[config.mk]
export PLATFORM = sky130hd
export DESIGN_NAME = rx_responder_flat
export DESIGN_NICKNAME = d
export VERILOG_FILES = /design/src/rtl/rx_pkg.sv /design/src/rtl/rx_responder_if.sv /design/src/rtl/rx_fifo.sv /design/src/rtl/rx_responder.sv /design/src/flat_wrapper.sv
export SDC_FILE = /design/constraint.sdc
export NUM_CORES = 1
export LEC_CHECK = 0
export ABC_CLOCK_PERIOD_IN_PS = 4100
export CORE_MARGIN = 3
export CORE_UTILIZATION = 45
export CTS_BUF_LIST = sky130_fd_sc_hd__clkbuf_8
export DETAILED_ROUTE_END_ITERATION = 8
export DONT_BUFFER_PORTS = 1
export PLACE_DENSITY_LB_ADDON = 0.05
export SLEW_MARGIN = 20
export SYNTH_ARGS = -nofsm -noshare
export SYNTH_HDL_FRONTEND = slang
export SYNTH_SLANG_ARGS = --single-unit
[constraint.sdc]
create_clock -name clk -period 4.1 [get_ports clk]
set_input_delay 0.205 -clock clk [delete_from_list [all_inputs] [get_ports clk]]
set_output_delay 0.205 -clock clk [all_outputs]
set_load 0.05 [all_outputs]
[src/rtl/rx_pkg.sv]
// Shared types for the receive responder.
// DATA_W      : payload width in bits.
// data_t      : a payload word.
// chk_state_t : states of the transmitter protocol checker.
package rx_pkg;

    localparam int DATA_W = 8;

    typedef logic [DATA_W-1:0] data_t;

    typedef enum logic {
        IDLE = 1'b0,
        HOLD = 1'b1
    } chk_state_t;

endpackage : rx_pkg

[src/rtl/rx_responder_if.sv]
// Valid/ready handshake between a transmitter and the responder.
// data  : payload from the transmitter.
// valid : the transmitter has meaningful data.
// stall : backpressure injection that forces ready low.
// ready : the responder accepts data this cycle.
// The master modport is the transmitter side and the slave modport is the responder side.
interface rx_responder_if;
    import rx_pkg::*;

    data_t data;
    logic  valid;
    logic  stall;
    logic  ready;

    modport master (
        output data,
        output valid,
        output stall,
        input  ready
    );

    modport slave (
        input  data,
        input  valid,
        input  stall,
        output ready
    );

endinterface : rx_responder_if

[src/rtl/rx_fifo.sv]
// Show-ahead FIFO that stores the entries the responder accepts.
// clk, rst : clock and synchronous active-high reset.
// push     : write din at the tail. A push is ignored when the FIFO is full.
// pop      : remove the head entry. A pop is ignored when the FIFO is empty.
// din      : write data.
// dout     : head entry. It reads as zero when the FIFO is empty.
// count    : occupancy, from 0 to DEPTH.
// full     : the FIFO is full.
// empty    : the FIFO is empty.
module rx_fifo
    import rx_pkg::*;
#(
    parameter int DEPTH = 4
) (
    input  logic                   clk,
    input  logic                   rst,
    input  logic                   push,
    input  logic                   pop,
    input  data_t                  din,
    output data_t                  dout,
    output logic [$clog2(DEPTH):0] count,
    output logic                   full,
    output logic                   empty
);

    localparam int PTR_W = $clog2(DEPTH);
    localparam logic [PTR_W:0] FULL_CNT = (PTR_W+1)'(DEPTH);

    data_t mem_q [DEPTH];

    logic [PTR_W-1:0] wr_ptr_q, wr_ptr_d;
    logic [PTR_W-1:0] rd_ptr_q, rd_ptr_d;
    logic [PTR_W:0]   count_q, count_d;
    logic             do_push;
    logic             do_pop;

    assign full    = (count_q == FULL_CNT);
    assign empty   = (count_q == '0);
    assign do_push = push && !full;
    // A pop is only honoured against an entry that is already valid. A push into an
    // empty FIFO in the same cycle does not count as a valid head.
    assign do_pop  = pop && !empty;

    always_comb begin
        wr_ptr_d = wr_ptr_q;
        rd_ptr_d = rd_ptr_q;
        count_d  = count_q;
        // DEPTH is a power of two, so the pointers wrap by natural overflow.
        if (do_push) begin
            wr_ptr_d = wr_ptr_q + PTR_W'(1);
        end
        if (do_pop) begin
            rd_ptr_d = rd_ptr_q + PTR_W'(1);
        end
        count_d = count_q + (PTR_W+1)'(do_push) - (PTR_W+1)'(do_pop);
    end

    always_ff @(posedge clk) begin
        if (rst) begin
            wr_ptr_q <= '0;
            rd_ptr_q <= '0;
            count_q  <= '0;
        end else begin
            wr_ptr_q <= wr_ptr_d;
            rd_ptr_q <= rd_ptr_d;
            count_q  <= count_d;
        end
    end

    // The storage array has no reset. Entries are invalidated by clearing the pointers.
    always_ff @(posedge clk) begin
        if (!rst && do_push) begin
            mem_q[wr_ptr_q] <= din;
        end
    end

    assign dout  = empty ? '0 : mem_q[rd_ptr_q];
    assign count = count_q;

endmodule : rx_fifo

[src/rtl/rx_responder.sv]
// Receive responder. It accepts valid/ready transfers into a show-ahead FIFO, counts
// accepted transfers, and flags transmitters that withdraw or change data while
// backpressured.
// clk, rst  : clock and synchronous active-high reset.
// rx        : handshake interface (data, valid, stall, ready).
// pop       : the consumer removes the head entry.
// out_data  : FIFO head.
// out_valid : the FIFO is not empty.
// count     : FIFO occupancy.
// rx_total  : accepted transfers, modulo 2^CNT_W.
// proto_err : sticky protocol-violation flag. It is cleared only by rst.
module rx_responder
    import rx_pkg::*;
#(
    parameter int DEPTH = 4,
    parameter int CNT_W = 16
) (
    input  logic                   clk,
    input  logic                   rst,
    rx_responder_if.slave          rx,
    input  logic                   pop,
    output data_t                  out_data,
    output logic                   out_valid,
    output logic [$clog2(DEPTH):0] count,
    output logic [CNT_W-1:0]       rx_total,
    output logic                   proto_err
);

    logic       fifo_full;
    logic       fifo_empty;
    logic       ready_c;
    logic       xfer;

    logic [CNT_W-1:0] rx_total_q, rx_total_d;
    chk_state_t       state_q, state_d;
    data_t            held_q, held_d;
    logic             err_q, err_d;

    // ready depends only on the current occupancy. A pop in the same cycle does not
    // free a slot until the next cycle.
    assign ready_c  = !rst && !rx.stall && !fifo_full;
    assign rx.ready = ready_c;
    assign xfer     = rx.valid && ready_c;

    rx_fifo #(
        .DEPTH (DEPTH)
    ) u_fifo (
        .clk   (clk),
        .rst   (rst),
        .push  (xfer),
        .pop   (pop),
        .din   (rx.data),
        .dout  (out_data),
        .count (count),
        .full  (fifo_full),
        .empty (fifo_empty)
    );

    assign out_valid = !fifo_empty;

    assign rx_total_d = rx_total_q + CNT_W'(xfer);

    // Protocol checker. Once valid is seen without ready, the transmitter must hold
    // the same data until the transfer completes.
    always_comb begin
        state_d = state_q;
        held_d  = held_q;
        err_d   = err_q;
        case (state_q)
            IDLE: begin
                if (rx.valid && !ready_c) begin
                    state_d = HOLD;
                    held_d  = rx.data;
                end
            end
            HOLD: begin
                if (xfer) begin
                    state_d = IDLE;
                end else if (rx.valid && (rx.data == held_q)) begin
                    state_d = HOLD;
                end else begin
                    // valid was withdrawn, or data changed while ready was low.
                    err_d   = 1'b1;
                    state_d = IDLE;
                end
            end
            default: begin
                state_d = IDLE;
            end
        endcase
    end

    always_ff @(posedge clk) begin
        if (rst) begin
            rx_total_q <= '0;
            state_q    <= IDLE;
            held_q     <= '0;
            err_q      <= 1'b0;
        end else begin
            rx_total_q <= rx_total_d;
            state_q    <= state_d;
            held_q     <= held_d;
            err_q      <= err_d;
        end
    end

    assign rx_total  = rx_total_q;
    assign proto_err = err_q;

endmodule : rx_responder

[src/flat_wrapper.sv]
// flat-port wrapper written by rule: the top's interface ports become plain ports
module rx_responder_flat import rx_pkg::*;
#(
    parameter int DEPTH = 4,
    parameter int CNT_W = 16
)
  (clk, rst, pop, out_data, out_valid, count, rx_total, proto_err, rx_data, rx_valid, rx_stall, rx_ready);
  rx_responder_if rx_i ();
  input  logic clk;
  input  logic rst;
  input  logic pop;
  output data_t out_data;
  output logic out_valid;
  output logic [$clog2(DEPTH):0] count;
  output logic [CNT_W-1:0] rx_total;
  output logic proto_err;
  input wire logic [$bits(rx_i.data)-1:0] rx_data;
  input wire logic [$bits(rx_i.valid)-1:0] rx_valid;
  input wire logic [$bits(rx_i.stall)-1:0] rx_stall;
  output wire logic [$bits(rx_i.ready)-1:0] rx_ready;
  assign rx_i.data = rx_data;
  assign rx_i.valid = rx_valid;
  assign rx_i.stall = rx_stall;
  assign rx_ready = rx_i.ready;
  rx_responder #(.DEPTH(DEPTH), .CNT_W(CNT_W)) u_core (.clk(clk), .rst(rst), .rx(rx_i), .pop(pop), .out_data(out_data), .out_valid(out_valid), .count(count), .rx_total(rx_total), .proto_err(proto_err));
endmodule
; ---- Yosys cells after proc, flatten, opt, wreduce, memory -nomap -nowiden
; Memory sizes are Yosys's and may differ from the RTL's. A register that Yosys moved wholly into a read port is not among the register bits.
; Index checks and enable logic that the tools add are counted.
[totals]
n_memories = 1
ramBits = 32
register_bits = 33
[op_classes]
bitwise = 3
n_eq_ne = 2
addsub = 5
mux = 9
reduce_logical = 16
[mem_list]
columns = memory, words, width, read_ports, rd_ports_with_merged_regs, write_ports, line_no
row1 = u_core.u_fifo.mem_q, 4, 8, 1, 1, 1, rx_fifo.sv:29  ; data_t mem_q [DEPTH];
[ops]
columns = op, count
row1 = $add A16 B1 Y16, 1
row2 = $eq A8 B8 Y1, 1
row3 = $logic_and A1 B1 Y1, 8
row4 = $mux W8, 1
row5 = $logic_not A1 Y1, 5
row6 = $mux W1, 5
row7 = $add A2 B1 Y2 const B, 2
row8 = $mux W2, 2
row9 = $add A3 B1 Y3, 1
row10 = $eq A3 B3 Y1 const B, 1
row11 = $logic_not A3 Y1, 1
row12 = $not A1 Y1, 3
row13 = $reduce_and A3 Y1, 1
row14 = $sub A3 B1 Y3, 1
row15 = $pmux W1 S2, 1
row16 = $reduce_and A2 Y1, 1

; ---- Depth between registers and ports, before layout
[logic_depth]
ltp_word = 8
mapped_depth = 11
mapped_depth_nobuf = 9

; ---- Cells and area by module
; A second synthesis with hierarchy kept.
[hier_totals]
cells_unflattened = 240
area_unflattened_um2 = 2934.1
[by_module_without_submodules]
columns = mod, cells_each, seq_area_each_um2, instances, area_per_inst_um2
row1 = rx_fifo, 102, 1141.1, 1, 1721.7
row2 = rx_responder, 138, 520.5, 1, 1212.4

; ---- Worst setup path before layout
; No wires, ideal clock.
[synth_path]
path_kind = register to register
startpoint = register u_core.u_fifo.count_q[2] (netlist: u_core.u_fifo.count[2])
endpoint = register u_core.u_fifo.count_q[1] (netlist: u_core.u_fifo.count[1])
path_slack_ps = 1580
required_time_ps = 3972
arrival_time_ps = 2393
stages_incl_launch_ff = 10
setup_ps = 128
synth_period_minus_slack_ps = 2520
path_cell_list = dfxtp_1 or3b_4 and3_4 buf_6 clkinv_4 ha_1 inv_1 ha_1 fa_1 nor2b_1
[synth_between]
elab_chain_len = 7
[synth_rtl]
columns = item, line_no
row1 = "start, declared", rx_fifo.sv:33  ; logic [PTR_W:0] count_q, count_d;
row2 = "start signal, assigned", rx_fifo.sv:66  ; count_q <= count_d;
row3 = $eq A3 B3 Y1, rx_fifo.sv:37  ; assign full = (count_q == FULL_CNT);
row4 = $logic_not A1 Y1, "rx_fifo.sv:39, rx_responder.sv:41"
row5 = $logic_and A1 B1 Y1, rx_responder.sv:41  ; assign ready_c = !rst && !rx.stall && !fifo_full;
row6 = $logic_and A1 B1 Y1, rx_responder.sv:43  ; assign xfer = rx.valid && ready_c;
row7 = $logic_and A1 B1 Y1, rx_fifo.sv:39  ; assign do_push = push && !full;
row8 = $add A3 B1 Y3, rx_fifo.sv:55  ; count_d = count_q + (PTR_W+1)'(do_push) - (PTR_W+1)'(do_pop);
row9 = $sub A3 B1 Y3 (*), rx_fifo.sv:55
row10 = net u_core.u_fifo.count_d[1], rx_fifo.sv:33
; The timed path passes the listed nets; every way through them passes the cells marked *.
; A chain may end at the register's enable or synchronous reset.

; ---- Final worst setup path
[layout_path]
startpoint = register u_core.u_fifo.count_q[1] (netlist: u_core.u_fifo.count[1])
endpoint = register u_core.u_fifo.count_q[2] (netlist: u_core.u_fifo.count[2])
[layout_lines]
columns = item, line_no
row1 = $logic_not A3 Y1, rx_fifo.sv:38  ; assign empty = (count_q == '0);
row2 = $logic_not A1 Y1, -
row3 = net out_valid, flat_wrapper.sv:13  ; output logic out_valid;
row4 = $logic_and A1 B1 Y1, rx_fifo.sv:42  ; assign do_pop = pop && !empty;
row5 = net u_core.u_fifo.do_pop, rx_fifo.sv:35  ; logic do_pop;
row6 = $sub A3 B1 Y3, rx_fifo.sv:55
; The timed path passes the listed nets, and every way through them passes these cells.

==> metrics.md <==
| Metric | Value |
|---|---|
| Slowest-stage cell, CP | or3_1 |
| R2r startpoint | u_core.u_fifo.count[1]$_SDFF_PP0_ |
| Buffers on Ports | 0 |
| Post-layout min period | 2.895 ns |
| Commonest cells after routing, fill and taps aside | 35 x dfxtp_1, 32 x edfxtp_1, 27 x nor2_1 |
| Initial DRT Pass Iterations | 4 |
| Max Fanout on Critical Path | 11 |
| Clock sink count | 67 |
| Antenna-violating nets left | 0 |
| R2R cell count | 8 |
| Vias | ~1700 |
| LEAKAGE | 0.001138 uW |
| Worst path max stage delay | slightly below 0.8 ns |
| Via/cell ratio | roughly 5.3 |
| Psw | around 600 uW |
| ANT cells | 0 |
| I/O pin count | 43 |
| Part of the power in the clock network | 26.4% |
| H-tree levels | 3 |
| R2R setup slack | 1.21 ns |
| WP data arrival | about 3.1 ns |
| # rows | 28 |
| Worst path cell trace | or3_1, and2_1, ha_1, inv_1, ha_1, fa_1, xnor2_1, nor2_1 |
| Critical Path RT | roughly 4.3 ns |
| CP Class | reg2reg |
| Post-route setup slack | roughly 1.2 ns |
| Sw frac | 35.88% |
| Max cap viols | 0 |
| Setup TNS Final | 0 ns |
| Power share of the combinational group | 24.6% |
| Gp weighted congestion | between 0.8 and 0.9 |
| Vias in the first global route | 1799 |
| Mapped cell area | 0.002850 mm^2 |
| Post_cts resized | 0 |
| Min-Delay Path Depth | 2 |
| Number of CTS-inserted buffers | 9 |
| Syn Area/Cell | 12.78 um^2 |
| First-pass GRT wire length | 8928 um |
| Full die area | approximately 0.0073 mm^2 |
| Die X | 85.59 um |
| Final Hold Fails | 0 |
| Tightest Hold Check Type | in2reg |
| Synth cell types | 34 |
| Min-delay src | rx_data[6] |
| Commonest non-fill, non-tap cell in the layout | dfxtp_1 |
| Final Setup Violations | 0 |
| Crit path capture type | flop |
| Final setup skew | 0.009066 ns |
| Starting Density | a little under half |
| Hold_buf cts | 9 |
| Fin. max-slew vios | 0 |
| Worst Hold Path EP | u_core.held_q[6]$_SDFFE_PP0P_ |
| Period utilisation layout | a little over 70% |
| Most common cell on crit path | ha_1 |
| Worst ir drop on vdd | 0.4119 mV |
| Initial antenna violation count | 0 |
| Reg power frac | between 40% and 50% |
| Root Buffer | clkbuf_8 |
| Status | finished, final reports clean |
| Syn-to-layout area delta | 10.54% |
| Total global routing overflow | 0 |
| Worst-path clk slew | 0.07 ns |
| Relative slew slack | roughly half |
| Setup crit start kind | flop |
| Worst R2R End | u_core.u_fifo.count[2]$_SDFF_PP0_ |
| GRT Overall Usage | about 16% |
| Buffer depth of the longest clock path | 2 |
| Int Pwr | about 1100 uW |
| Synth warnings | 0 |
| Pwr dens | 541.0 mW/mm^2 |
| Detailed Route Iter0 Violations | 74 |
| Worst setup startpoint | u_core.u_fifo.count[1]$_SDFF_PP0_ |
| Pre-CTS setup slack | 1.204 ns |
| Worst-Margin Slew | a little under 0.8 ns |
| Flops & latches, synth | 67 |
| Cell count after synthesis | between 200 and 250 |
| Detailed placement HPWL | between 3000 and 4000 um |
| Sequential element share of the synthesized area | about three fifths |
| Share of layout cells above drive strength 1 | between 10% and 20% |
| Synthesized Nets | 246 |
| Setup Fix Bufs, Post-CTS | 0 |
| Fmax | around 350 MHz |
| # DRC | 0 |
| CTS tree | built |
| RSZ-0062 raised after global routing | no |
| WL final | between 5000 and 6000 um |
| Die height | 85.59 um |
| Largest net degree at the start of global routing | 33 |
| Routed len/inst | between 15 and 20 um |
| Fin nets | roughly 260 |
| Worst-Skew Late Latency | between 0.3 and 0.4 ns |
| Core ar. | 0.006026 mm^2 |
-- cells in the mapped netlist --
cell type   n  area share, %
dfxtp_1    35             25
a21oi_1     2           0.35
or3b_4      1           0.40
clkinv_4    1           0.31
nand3_1     6            1.1
nand4_1     3           0.66
a21oi_4     1           0.57
buf_2       1           0.18
and2_1     15            3.3
edfxtp_1   32             34
a41o_1      1           0.35
a21oi_2     1           0.31
nor4_1      5            1.1
fa_1        1           0.70
ha_1        9            4.0
clkbuf_1    6           0.79
and3_4      1           0.40
mux4_2      8            6.3
nor2_1     27            3.6
mux2_2      1           0.40
xnor2_1     8            2.5
nor3_1      2           0.35
and3_1      3           0.66
mux2i_1     8            2.8
xor2_1     17            5.2
inv_1       5           0.66
nor2b_1     5            1.1
a211oi_2    1           0.44
or3_1       2           0.44
nand2_1     9            1.2
nand2b_1    1           0.22
and4_1      3           0.92
buf_6       1           0.40
o21ai_0     1           0.18
-- final cells by class --
cell class              count  area [um^2]
inverters                   6        27.53
clock inverters             7        36.28
fillers                   543         2875
well taps                  75        93.84
flip-flops and latches     67         1662
clock buffers               9        123.9
repair buffers              9        85.08
multi-input cells         142         1122
-- power by group through the flow --
stage	Sequential [uW]	Combinational, uW	Clock [uW]
finish	835	420	450
floorplan	816	400	0
global route	847	453	491
detailed placement	853	412	0
global placement	849	402	0
CTS	838	428	463
-- worst max path at each step --
| stage | to | slack (ns) | cells past startpoint |
|---|---|---|---|
| after floorplan | u_core.u_fifo.count[1]$_SDFF_PP0_ | 1.58 | 9 |
| after global placement | u_core.u_fifo.count[2]$_SDFF_PP0_ | 1.30 | 8 |
| after detailed placement | u_core.u_fifo.count[2]$_SDFF_PP0_ | 1.20 | 8 |
| after CTS | u_core.u_fifo.count[2]$_SDFF_PP0_ | 1.14 | 8 |
| after global routing | u_core.u_fifo.count[2]$_SDFF_PP0_ | 1.05 | 8 |
| final | u_core.u_fifo.count[2]$_SDFF_PP0_ | 1.21 | 8 |
-- worst max-delay path: cells and delay by family (launching register included) --
| family | cells | cell delay [ns] |
|---|---|---|
| xor gates and xnor gates | 1 | 0.17 |
| adders and majority gates | 3 | 0.84 |
| buffers and inverters | 1 | 0.04 |
| DFF | 1 | 0.52 |
| and+or+nand+nor | 3 | 1.19 |
-- logic make-up (layout without fill, tap and decap cells) --
kind of cell / count (synthesis) / in the layout / share of synthesized area (%)
simple gates: 83 / 83 / 15.32
flops: 67 / 67 / 58.30
fa+ha+maj: 10 / 10 / 4.653
xor+xnor: 25 / 25 / 7.682
buf+inv: 14 / 31 / 2.326
compound gates: 7 / 7 / 2.195
mux: 17 / 17 / 9.526
-- metrics by stage --
step / hold slack, ns / instance area (um^2) / util, % / cells / total power [uW]
floorplan: 0.3039 / 2850 / - / 223 / 1216
global placement: 0.2752 / 2905 / 48.21 / 290 / 1251
detailed placement: 0.2810 / 2905 / 48.21 / 290 / 1265
CTS: 0.008933 / 3156 / 52.37 / 315 / 1729
global route: 0.01640 / 3151 / 52.28 / 315 / 1791
finish: 0.01989 / 3151 / 52.28 / 315 / 1705
-- per-layer routing --
| metal | vias up | global-route usage [%] | part of all wire (%) |
|---|---|---|---|
| li1 | 806 | - | - |
| met2 | 43 | 25.85 | 50 |
| met4 | 0 | 9.209 | 1.7 |
| met5 | - | 0 | 0 |
| met1 | 826 | 19.00 | 43 |
| met3 | 9 | 4.803 | 5.6 |
-- state kept, by name, indices dropped and copies added (netlist names), named ones only --
register                cells
u_core.held_q               8
u_core.proto_err            1
u_core.rx_total            16
u_core.state_q              1
u_core.u_fifo.count         3
u_core.u_fifo.mem_q        32
u_core.u_fifo.rd_ptr_q      2
u_core.u_fifo.wr_ptr_q      2
Power figures use the tool's default switching activity.
